$ cat config.mk
export PLATFORM = sky130hd
export DESIGN_NAME = video_mem_arbiter_flat
export DESIGN_NICKNAME = d
export VERILOG_FILES = /design/src/rtl/video_mem_arbiter_if.sv /design/src/rtl/video_mem_arbiter.sv /design/src/flat_wrapper.sv
export SDC_FILE = /design/constraint.sdc
export NUM_CORES = 1
export LEC_CHECK = 0
export CORE_MARGIN = 2
export CORE_UTILIZATION = 27
export DETAILED_ROUTE_END_ITERATION = 8
export GPL_ROUTABILITY_DRIVEN = 0
export GPL_TIMING_DRIVEN = 0
export PLACE_DENSITY_LB_ADDON = 0.25
export RECOVER_POWER = 100
export SYNTH_ARGS = -nofsm -noshare
export SYNTH_HDL_FRONTEND = slang
export SYNTH_SLANG_ARGS = --single-unit
$ cat constraint.sdc
create_clock -name clk28 -period 2.45 [get_ports clk28]
set_clock_uncertainty 0.1 [all_clocks]
set_input_delay 0.3675 -clock clk28 [delete_from_list [all_inputs] [get_ports clk28]]
set_output_delay 0.3675 -clock clk28 [all_outputs]
set_load 0.03 [all_outputs]
$ cat src/rtl/video_mem_arbiter_if.sv
// Video / CPU request ports and SRAM pins of the video memory arbiter.
// The arbiter uses the slave modport; the surrounding system uses master.
interface video_mem_arbiter_if;
    logic        vid_req;
    logic        vid_req_is_up;
    logic [14:0] vid_addr;
    logic        screen_page;
    logic        vid_ack;
    logic        vid_data_valid;
    logic [7:0]  vid_data;
    logic        cpu_req;
    logic        cpu_we;
    logic [18:0] cpu_addr;
    logic [7:0]  cpu_wdata;
    logic [7:0]  cpu_rdata;
    logic        cpu_ack;
    logic [18:0] sram_addr;
    logic [7:0]  sram_dq_out;
    logic        sram_dq_oe;
    logic [7:0]  sram_dq_in;
    logic        sram_oe_n;
    logic        sram_we_n;

    modport slave (
        input  vid_req, vid_req_is_up, vid_addr, screen_page,
        input  cpu_req, cpu_we, cpu_addr, cpu_wdata, sram_dq_in,
        output vid_ack, vid_data_valid, vid_data, cpu_rdata, cpu_ack,
        output sram_addr, sram_dq_out, sram_dq_oe, sram_oe_n, sram_we_n
    );

    modport master (
        output vid_req, vid_req_is_up, vid_addr, screen_page,
        output cpu_req, cpu_we, cpu_addr, cpu_wdata, sram_dq_in,
        input  vid_ack, vid_data_valid, vid_data, cpu_rdata, cpu_ack,
        input  sram_addr, sram_dq_out, sram_dq_oe, sram_oe_n, sram_we_n
    );
endinterface

$ cat src/rtl/video_mem_arbiter.sv
// Shares one async SRAM between video fetch and the CPU using fixed 4-cycle
// accesses (T0..T3); ties alternate, so video gets a slot at least every 8 cycles.
module video_mem_arbiter #(
    parameter logic [18:0] UP_BASE = 19'h7FFC0
) (
    input  logic                 clk28,
    input  logic                 rst_n,
    video_mem_arbiter_if.slave   bus
);

    typedef enum logic [2:0] {
        ST_IDLE = 3'd0,
        ST_T0   = 3'd1,
        ST_T1   = 3'd2,
        ST_T2   = 3'd3,
        ST_T3   = 3'd4
    } state_t;

    state_t      r_state;
    state_t      w_next_state;
    logic        r_last_cpu;
    logic        r_we;
    logic        w_arb_window;
    logic        w_cpu_req_eff;
    logic        w_grant_vid;
    logic        w_grant_cpu;
    logic        w_grant_any;
    logic        w_busy_next;
    logic        w_we_next;
    logic        w_end_access;
    logic [18:0] w_vid_addr_phys;
    logic        w_vid_addr_unused;

    logic        r_vid_ack;
    logic        r_vid_valid;
    logic [7:0]  r_vid_data;
    logic        r_cpu_ack;
    logic [7:0]  r_cpu_rdata;
    logic [18:0] r_sram_addr;
    logic [7:0]  r_dq_out;
    logic        r_dq_oe;
    logic        r_oe_n;
    logic        r_we_n;

    // The CPU request being served is still high at its own T3; it must not win again there.
    always_comb begin
        w_arb_window  = (r_state == ST_IDLE) || (r_state == ST_T3);
        w_cpu_req_eff = bus.cpu_req && !((r_state == ST_T3) && r_last_cpu);
        w_grant_vid   = 1'b0;
        w_grant_cpu   = 1'b0;
        if (w_arb_window) begin
            if (bus.vid_req && w_cpu_req_eff) begin
                w_grant_vid = r_last_cpu;
                w_grant_cpu = ~r_last_cpu;
            end else begin
                w_grant_vid = bus.vid_req;
                w_grant_cpu = w_cpu_req_eff;
            end
        end else begin
            w_grant_vid = 1'b0;
            w_grant_cpu = 1'b0;
        end
        w_grant_any = w_grant_vid | w_grant_cpu;
    end

    // Next-state logic of the access sequencer
    always_comb begin
        w_next_state = ST_IDLE;
        case (r_state)
            ST_IDLE: w_next_state = w_grant_any ? ST_T0 : ST_IDLE;
            ST_T0:   w_next_state = ST_T1;
            ST_T1:   w_next_state = ST_T2;
            ST_T2:   w_next_state = ST_T3;
            ST_T3:   w_next_state = w_grant_any ? ST_T0 : ST_IDLE;
            default: w_next_state = ST_IDLE;
        endcase
    end

    // Physical address of a video fetch: screen page 5/7 or palette entry
    always_comb begin
        w_vid_addr_phys = 19'd0;
        if (bus.vid_req_is_up) begin
            w_vid_addr_phys = UP_BASE + {13'd0, bus.vid_addr[5:0]};
        end else begin
            w_vid_addr_phys = {(bus.screen_page ? 5'd7 : 5'd5), bus.vid_addr[13:0]};
        end
    end

    assign w_busy_next       = (w_next_state != ST_IDLE);
    assign w_we_next         = w_grant_any ? (w_grant_cpu & bus.cpu_we) : r_we;
    assign w_end_access      = (r_state == ST_T3);
    assign w_vid_addr_unused = bus.vid_addr[14];

    // State register plus owner/direction of the access in flight
    always_ff @(posedge clk28 or negedge rst_n) begin
        if (!rst_n) begin
            r_state    <= ST_IDLE;
            r_last_cpu <= 1'b1;
            r_we       <= 1'b0;
        end else begin
            r_state <= w_next_state;
            if (w_grant_any) begin
                r_last_cpu <= w_grant_cpu;
                r_we       <= w_grant_cpu & bus.cpu_we;
            end
        end
    end

    // Strobes are registered from the next state so they are glitch-free on the pins.
    always_ff @(posedge clk28 or negedge rst_n) begin
        if (!rst_n) begin
            r_oe_n      <= 1'b1;
            r_we_n      <= 1'b1;
            r_dq_oe     <= 1'b0;
            r_vid_ack   <= 1'b0;
            r_vid_valid <= 1'b0;
            r_cpu_ack   <= 1'b0;
            r_sram_addr <= 19'd0;
            r_dq_out    <= 8'd0;
            r_vid_data  <= 8'd0;
            r_cpu_rdata <= 8'd0;
        end else begin
            r_oe_n      <= ~(w_busy_next & ~w_we_next);
            r_dq_oe     <= w_busy_next & w_we_next;
            r_we_n      <= ~(w_we_next & ((w_next_state == ST_T1) || (w_next_state == ST_T2)));
            r_vid_ack   <= w_grant_vid;
            r_vid_valid <= w_end_access & ~r_last_cpu;
            r_cpu_ack   <= w_end_access & r_last_cpu;
            if (w_grant_vid) begin
                r_sram_addr <= w_vid_addr_phys;
            end else if (w_grant_cpu) begin
                r_sram_addr <= bus.cpu_addr;
                r_dq_out    <= bus.cpu_wdata;
            end
            if (w_end_access && !r_last_cpu) begin
                r_vid_data <= bus.sram_dq_in;
            end
            if (w_end_access && r_last_cpu && !r_we) begin
                r_cpu_rdata <= bus.sram_dq_in;
            end
        end
    end

    assign bus.vid_ack        = r_vid_ack;
    assign bus.vid_data_valid = r_vid_valid;
    assign bus.vid_data       = r_vid_data;
    assign bus.cpu_ack        = r_cpu_ack;
    assign bus.cpu_rdata      = r_cpu_rdata;
    assign bus.sram_addr      = r_sram_addr;
    assign bus.sram_dq_out    = r_dq_out;
    assign bus.sram_dq_oe     = r_dq_oe;
    assign bus.sram_oe_n      = r_oe_n;
    assign bus.sram_we_n      = r_we_n;

endmodule

$ cat src/flat_wrapper.sv
// flat-port wrapper written by rule: the top's interface ports become plain ports
module video_mem_arbiter_flat 
#(
    parameter logic [18:0] UP_BASE = 19'h7FFC0
)
  (clk28, rst_n, bus_vid_req, bus_vid_req_is_up, bus_vid_addr, bus_screen_page, bus_cpu_req, bus_cpu_we, bus_cpu_addr, bus_cpu_wdata, bus_sram_dq_in, bus_vid_ack, bus_vid_data_valid, bus_vid_data, bus_cpu_rdata, bus_cpu_ack, bus_sram_addr, bus_sram_dq_out, bus_sram_dq_oe, bus_sram_oe_n, bus_sram_we_n);
  video_mem_arbiter_if bus_i ();
  input  logic clk28;
  input  logic rst_n;
  input wire logic [$bits(bus_i.vid_req)-1:0] bus_vid_req;
  input wire logic [$bits(bus_i.vid_req_is_up)-1:0] bus_vid_req_is_up;
  input wire logic [$bits(bus_i.vid_addr)-1:0] bus_vid_addr;
  input wire logic [$bits(bus_i.screen_page)-1:0] bus_screen_page;
  input wire logic [$bits(bus_i.cpu_req)-1:0] bus_cpu_req;
  input wire logic [$bits(bus_i.cpu_we)-1:0] bus_cpu_we;
  input wire logic [$bits(bus_i.cpu_addr)-1:0] bus_cpu_addr;
  input wire logic [$bits(bus_i.cpu_wdata)-1:0] bus_cpu_wdata;
  input wire logic [$bits(bus_i.sram_dq_in)-1:0] bus_sram_dq_in;
  output wire logic [$bits(bus_i.vid_ack)-1:0] bus_vid_ack;
  output wire logic [$bits(bus_i.vid_data_valid)-1:0] bus_vid_data_valid;
  output wire logic [$bits(bus_i.vid_data)-1:0] bus_vid_data;
  output wire logic [$bits(bus_i.cpu_rdata)-1:0] bus_cpu_rdata;
  output wire logic [$bits(bus_i.cpu_ack)-1:0] bus_cpu_ack;
  output wire logic [$bits(bus_i.sram_addr)-1:0] bus_sram_addr;
  output wire logic [$bits(bus_i.sram_dq_out)-1:0] bus_sram_dq_out;
  output wire logic [$bits(bus_i.sram_dq_oe)-1:0] bus_sram_dq_oe;
  output wire logic [$bits(bus_i.sram_oe_n)-1:0] bus_sram_oe_n;
  output wire logic [$bits(bus_i.sram_we_n)-1:0] bus_sram_we_n;
  assign bus_i.vid_req = bus_vid_req;
  assign bus_i.vid_req_is_up = bus_vid_req_is_up;
  assign bus_i.vid_addr = bus_vid_addr;
  assign bus_i.screen_page = bus_screen_page;
  assign bus_i.cpu_req = bus_cpu_req;
  assign bus_i.cpu_we = bus_cpu_we;
  assign bus_i.cpu_addr = bus_cpu_addr;
  assign bus_i.cpu_wdata = bus_cpu_wdata;
  assign bus_i.sram_dq_in = bus_sram_dq_in;
  assign bus_vid_ack = bus_i.vid_ack;
  assign bus_vid_data_valid = bus_i.vid_data_valid;
  assign bus_vid_data = bus_i.vid_data;
  assign bus_cpu_rdata = bus_i.cpu_rdata;
  assign bus_cpu_ack = bus_i.cpu_ack;
  assign bus_sram_addr = bus_i.sram_addr;
  assign bus_sram_dq_out = bus_i.sram_dq_out;
  assign bus_sram_dq_oe = bus_i.sram_dq_oe;
  assign bus_sram_oe_n = bus_i.sram_oe_n;
  assign bus_sram_we_n = bus_i.sram_we_n;
  video_mem_arbiter #(.UP_BASE(UP_BASE)) u_core (.clk28(clk28), .rst_n(rst_n), .bus(bus_i));
endmodule
After elaboration in Yosys (flattened, before gate mapping)
Cells that the tools add are included.
{"block": "word_totals", "mem_count": 0, "word_cells": 58, "latch_bits": 0, "register_bits": 54, "ram_bits": 0, "inputBits": 57, "romBits": 0}
{"block": "classes", "n_reduce_logical": 15, "div": 0, "shifts": 0, "bitwise_logic": 12, "n_eq_ne": 6, "n_lt_le_gt_ge": 0, "mux": 11, "n_mul": 0, "n_addsub": 1}
{"op": "19-bit 2-to-1 mux", "n": 3}
{"op": "3-bit by 2-bit == test with 1-bit output (second input constant)", "n": 4}
{"op": "3-bit case mux with 4 select lines", "n": 1}
{"op": "7-bit by 7-bit adder with 8-bit output (first input constant)", "n": 1}
{"op": "1-bit bitwise AND", "n": 6}
{"op": "1-bit 2-to-1 mux", "n": 6}
{"op": "1-bit logical AND", "n": 5}
{"op": "1-bit inverter", "n": 5}
{"op": "3-bit by 1-bit == test with 1-bit output (second input constant)", "n": 1}
{"op": "3-bit == test (second input constant)", "n": 1}
{"op": "1-bit zero test", "n": 3}
{"op": "3-bit zero test", "n": 1}
{"op": "3-bit nonzero test", "n": 1}
{"op": "1-bit logical OR", "n": 2}
{"op": "2-bit 2-to-1 mux", "n": 1}
{"op": "2-bit AND reduction", "n": 1}
{"op": "2-bit nonzero test", "n": 1}
{"op": "2-bit OR reduction", "n": 1}
{"op": "1-bit OR", "n": 1}

Depth between registers and ports, before layout
{"block": "depth", "depth_word": 14, "mapped_depth": 5}

Worst setup path after synthesis
OpenSTA, ideal clock, no wires.
{"block": "synth_timing", "kind": "reg-to-reg", "start": "register u_core.r_state[1]", "end": "register u_core.r_dq_out[0], in the netlist u_core.bus.sram_dq_out[0]", "path_slack_ns": 0.712, "setup_ns": 0.125, "n_path_buf": 2, "path_stages_with_launch": 6, "t_arrival_ns": 1.513, "path_cell_list": "dfrtp_1 buf_6 or3b_4 buf_6 nor2_8 mux2_4"}
{"block": "synth_via", "elab_chain_cells": 9, "elab_cells_between_ends": 13, "cone_classes": "eq/ne (1); mux (4); bitwise (1); reduce/logical (7)"}
{"item": "start, declared", "line": "video_mem_arbiter.sv:19", "text": "state_t r_state;"}
{"item": "start signal, assigned", "line": "video_mem_arbiter.sv:101", "text": "r_state <= w_next_state;"}
{"item": "3-bit == test", "line": "video_mem_arbiter.sv:47, video_mem_arbiter.sv:48"}
{"item": "1-bit logical AND", "line": "video_mem_arbiter.sv:48", "text": "w_cpu_req_eff = bus.cpu_req && !((r_state == ST_T3) && r_last_cpu);"}
{"item": "1-bit zero test", "line": "video_mem_arbiter.sv:48"}
{"item": "1-bit logical AND", "line": "video_mem_arbiter.sv:48"}
{"item": "1-bit logical AND", "line": "video_mem_arbiter.sv:52", "text": "if (bus.vid_req && w_cpu_req_eff) begin"}
{"item": "1-bit 2-to-1 mux", "line": "video_mem_arbiter.sv:52"}
{"item": "1-bit 2-to-1 mux", "line": "video_mem_arbiter.sv:51", "text": "if (w_arb_window) begin"}
{"item": "1-bit inverter (no line)"}
{"item": "2-bit AND reduction (no line) *"}
{"item": "end signal, assigned", "line": "video_mem_arbiter.sv:133", "text": "r_dq_out <= bus.cpu_wdata;"}
{"item": "end, declared", "line": "video_mem_arbiter.sv:40", "text": "logic [7:0] r_dq_out;"}
Every way passes the cells marked *; elsewhere a longest branch is shown, timed or not.
A chain may end at the register's enable or synchronous reset.

Worst setup path after layout
{"block": "layout_timing", "start": "input bus_cpu_req", "end": "register u_core.r_dq_out[1], in the netlist u_core.bus.sram_dq_out[1]"}
{"block": "layout_via", "elab_chain_cells": 6, "elab_cells_between_ends": 8, "cone_classes": "mux (4); bitwise (1); reduce/logical (3)"}
{"item": "start, declared", "line": "flat_wrapper.sv:14", "text": "input wire logic [$bits(bus_i.cpu_req)-1:0] bus_cpu_req;"}
{"item": "1-bit logical AND *", "line": "video_mem_arbiter.sv:48"}
{"item": "1-bit logical AND", "line": "video_mem_arbiter.sv:52"}
{"item": "1-bit 2-to-1 mux", "line": "video_mem_arbiter.sv:52"}
{"item": "1-bit 2-to-1 mux", "line": "video_mem_arbiter.sv:51"}
{"item": "1-bit inverter (no line)"}
{"item": "2-bit AND reduction (no line) *"}
Marks and branches as above.

==> key figures <==
STA
  – RSZ-0062 raised after global routing: false
  – Fin. max-slew vios: 0
  – Final Hold Viols: 0
  – Hold_ws: between 0.3 and 0.4 ns
  – Setup TNS: 0 ns
  – Max Freq: 465 MHz
  – Min Clock Period, post-route: 2.15 ns
  – Tcrit/Tclk final: 0.878
  – Worst Max-Slew Pin Slew: 1.30 ns
  – Slew headroom: 0.131
  – # setup viols final: 0

Synthesis
  – Syn Nets: 258
  – Register area share after synthesis: 0.566
  – Yosys warns: 0
  – Top cells by area, synth: dfrtp_1 53%, mux2_2 7.5%, a31oi_1 5.5%
  – Yosys top cell by area: dfrtp_1
  – Post-synth top area share: 0.533
  – Synth top cells by count: 51 x dfrtp_1, 21 x a31oi_1, 18 x o21ai_0
  – Number of library cell types mapped by synthesis: 38
  – EDFF count, synth: 0
  – #FFs+latches synth: 54
  – Most frequent cell after synthesis: dfrtp_1
  – Synthesized area: 0.00240 sq mm
  – Asr flop ratio synth: 1.00
  – Most used DFF post-synth: dfrtp_1
  – Post-Syn Instances: 201
  – Average cell area after synthesis: 11.9 sq um

Detailed routing
  – DR pass1 iterations: 4
  – Initial DRC Count: 96
  – Vias/cell: 4.87
  – WL/cell: roughly 15 um
  – DRC Markers: 0
  – Number of vias in the routed layout: 2054
  – Final ANT Viol Nets: 0
  – WL final: 6430 um

Critical path
  – Crit-path cells: clkdlybuf4s50_1, or3b_2, buf_6, nor2_4, mux2_1
  – Worst path required time: ~2.5 ns
  – Max stage delay on crit path: 0.57 ns
  – Worst Setup Path Type: input pin to register
  – Max stage delay cell, worst path: clkdlybuf4s50_1
  – Critical Path Sink Type: register
  – CP Data Arrival Time: between 2 and 2.5 ns
  – Crit path launch type: input pin
  – Critical path fanouts, max: 10

Power and ir drop
  – Max rail drop VDD: 0.346 mV
  – Pint: approximately 2.6 mW
  – Pleak: approximately 1.5 nW
  – Overall power: 4.60 mW
  – P per Cell Area: approximately 1300 mW/mm^2
  – Part of the power in registers: 0.321
  – Clk network pwr share: 0.129
  – Switching power: 1.96 mW
  – Combinational Power Share: 0.550
  – Switch share: 0.427

CTS
  – Post-cts sizing count: 0
  – Worst-path clk slew: 0.09 ns
  – Worst-Skew Late Latency: 0.30 ns
  – Num CTS Buffers: 5
  – Cts hold-fix bufs: 1
  – Post-CTS Repair Setup Buffers: 0
  – Clock Tree Root: clkbuf_8
  – CTS tree: done
  – CTS Sinks: 54
  – H-Tree Depth: 2
  – Clock buffer depth: 2

Global route
  – Grt total ovfl: 0
  – Vias in the first global route: 2022
  – Pin count of the biggest net entering global routing: 34
  – Tot GR Track Use: 0.134
  – Initial antenna violation count: 0
  – First-pass GRT wire length: 10500 um

Floorplan
  – Overall die height: between 90 and 100 um
  – DIE WIDTH: roughly 98 um
  – Die ar.: approximately 0.0096 sq mm
  – Starting Density: 0.276
  – Io pins: between 100 and 150
  – Core Rows: 34
  – Core Area: 0.00868 sq mm

Finish
  – Share of cells above drive strength 1: 0.137
  – Post-layout util: 0.421
  – Final nets: 370
  – FILL cells: 880
  – Area grow syn2layout: 52.6%
  – Seq. cell area: between 0.001 and 0.0015 sq mm
  – Area occupied by multi-input gates: about 900 sq um
  – ANT cells: 0

Place
  – Hpwl dp: between 4000 and 5000 um
  – Port bufs: 103

Status
  – Status: completed

Hold path
  – Hold WC Path Type: register to register

Run
  – Max-cap violations: 0
worst paths after layout:
check	start	end	slack [ns]	depth (start not counted)
max	bus_cpu_req	u_core.bus.sram_dq_out[1]$_DFFE_PN0P_	0.30	5
min in group asynchronous	rst_n	u_core.bus.sram_dq_out[2]$_DFFE_PN0P_	0.77	2
min	u_core.bus.sram_dq_out[5]$_DFFE_PN0P_	u_core.bus.sram_dq_out[5]$_DFFE_PN0P_	0.40	1
max in group asynchronous	rst_n	u_core.r_last_cpu$_DFFE_PN1N_	0.62	3
min reg2reg	u_core.bus.sram_dq_out[5]$_DFFE_PN0P_	u_core.bus.sram_dq_out[5]$_DFFE_PN0P_	0.40	1
max reg2reg	u_core.r_state[1]$_DFF_PN0_	u_core.bus.sram_dq_out[1]$_DFFE_PN0P_	0.33	5
per-stage QoR:
stage	cell area [sq um]	worst slack, ns	std cells
2_1_floorplan	2400	0.712	201
3_3_place_gp	3560	-0.795	412
3_5_place_dp	3580	0.0537	413
4_1_cts	3700	0.396	422
5_1_grt	3660	0.135	422
6_report	3660	0.299	422
layout make-up:
cell class                      instances  share of cell area
Sequential cell                        54               0.371
Timing Repair Buffer                  105               0.289
Tap cell                              108              0.0370
Clock inverter                          2              0.0103
Multi-Input combinational cell        126               0.247
Clock buffer                            6              0.0198
Buffer                                 17              0.0226
Inverter                                4             0.00411
placed cells by master (no fill, tap or decap), drive strengths merged, types with 2 or more instances in the layout:
cell and n:
clkdlybuf4s50 52, dlygate4sd3 51, dfrtp 51, mux2 24, a31oi 21, o21ai 18
nand3 17, clkbuf 17, nor4 9, buf 8, nand2 5, nor2 5
and3 4, inv 4, dfstp 3, nor2b 2, a221o 2, o22a 2
nor3b 2, or3b 2
critical path: cells and delay by family:
| family | cells | cell delay [ns] |
|---|---|---|
| muxes | 1 | 0.36 |
| and+or+nand+nor | 2 | 0.77 |
| buffers and inverters | 2 | 0.73 |
power groups by stage:
stage                     registers, mW  logic (mW)  clock network (mW)
final                              1.48        2.53               0.593
after global routing               1.54        2.71               0.655
after CTS                          1.51        2.77               0.622
after detailed placement           1.52        2.76                   0
after global placement             1.52        2.73                   0
after floorplan                    2.24       0.941                   0
layer usage:
metal | routed length [um] | up-vias | GRT usage
met3 | 484 | 4 | 0.0351
met5 | 0 | - | 0
met4 | 42 | 0 | 0.0285
met1 | 2840 | 991 | 0.188
met2 | 3060 | 88 | 0.210
li1 | - | 971 | -
logic make-up after synthesis:
| kind of cell | count (synthesis) | share of synthesized area |
|---|---|---|
| DFF | 54 | 0.566 |
| and+or+nand+nor | 52 | 0.132 |
| AOI/OAI and AO/OA | 49 | 0.129 |
| muxes | 24 | 0.125 |
| buffers and inverters | 21 | 0.0449 |
| xor gates and xnor gates | 1 | 0.00366 |
sequential cells by signal, summed over array words and instances (netlist names):
register / cells
u_core.bus.cpu_rdata: 8
u_core.bus.sram_dq_out: 8
u_core.r_we: 1
u_core.r_state: 3
u_core.bus.vid_data_valid: 1
u_core.bus.sram_addr: 19
u_core.bus.sram_oe_n: 1
u_core.bus.cpu_ack: 1
u_core.bus.sram_dq_oe: 1
u_core.bus.vid_data: 8
u_core.bus.sram_we_n: 1
u_core.bus.vid_ack: 1
u_core.r_last_cpu: 1
Note: power is estimated with default switching activity, not from simulation.
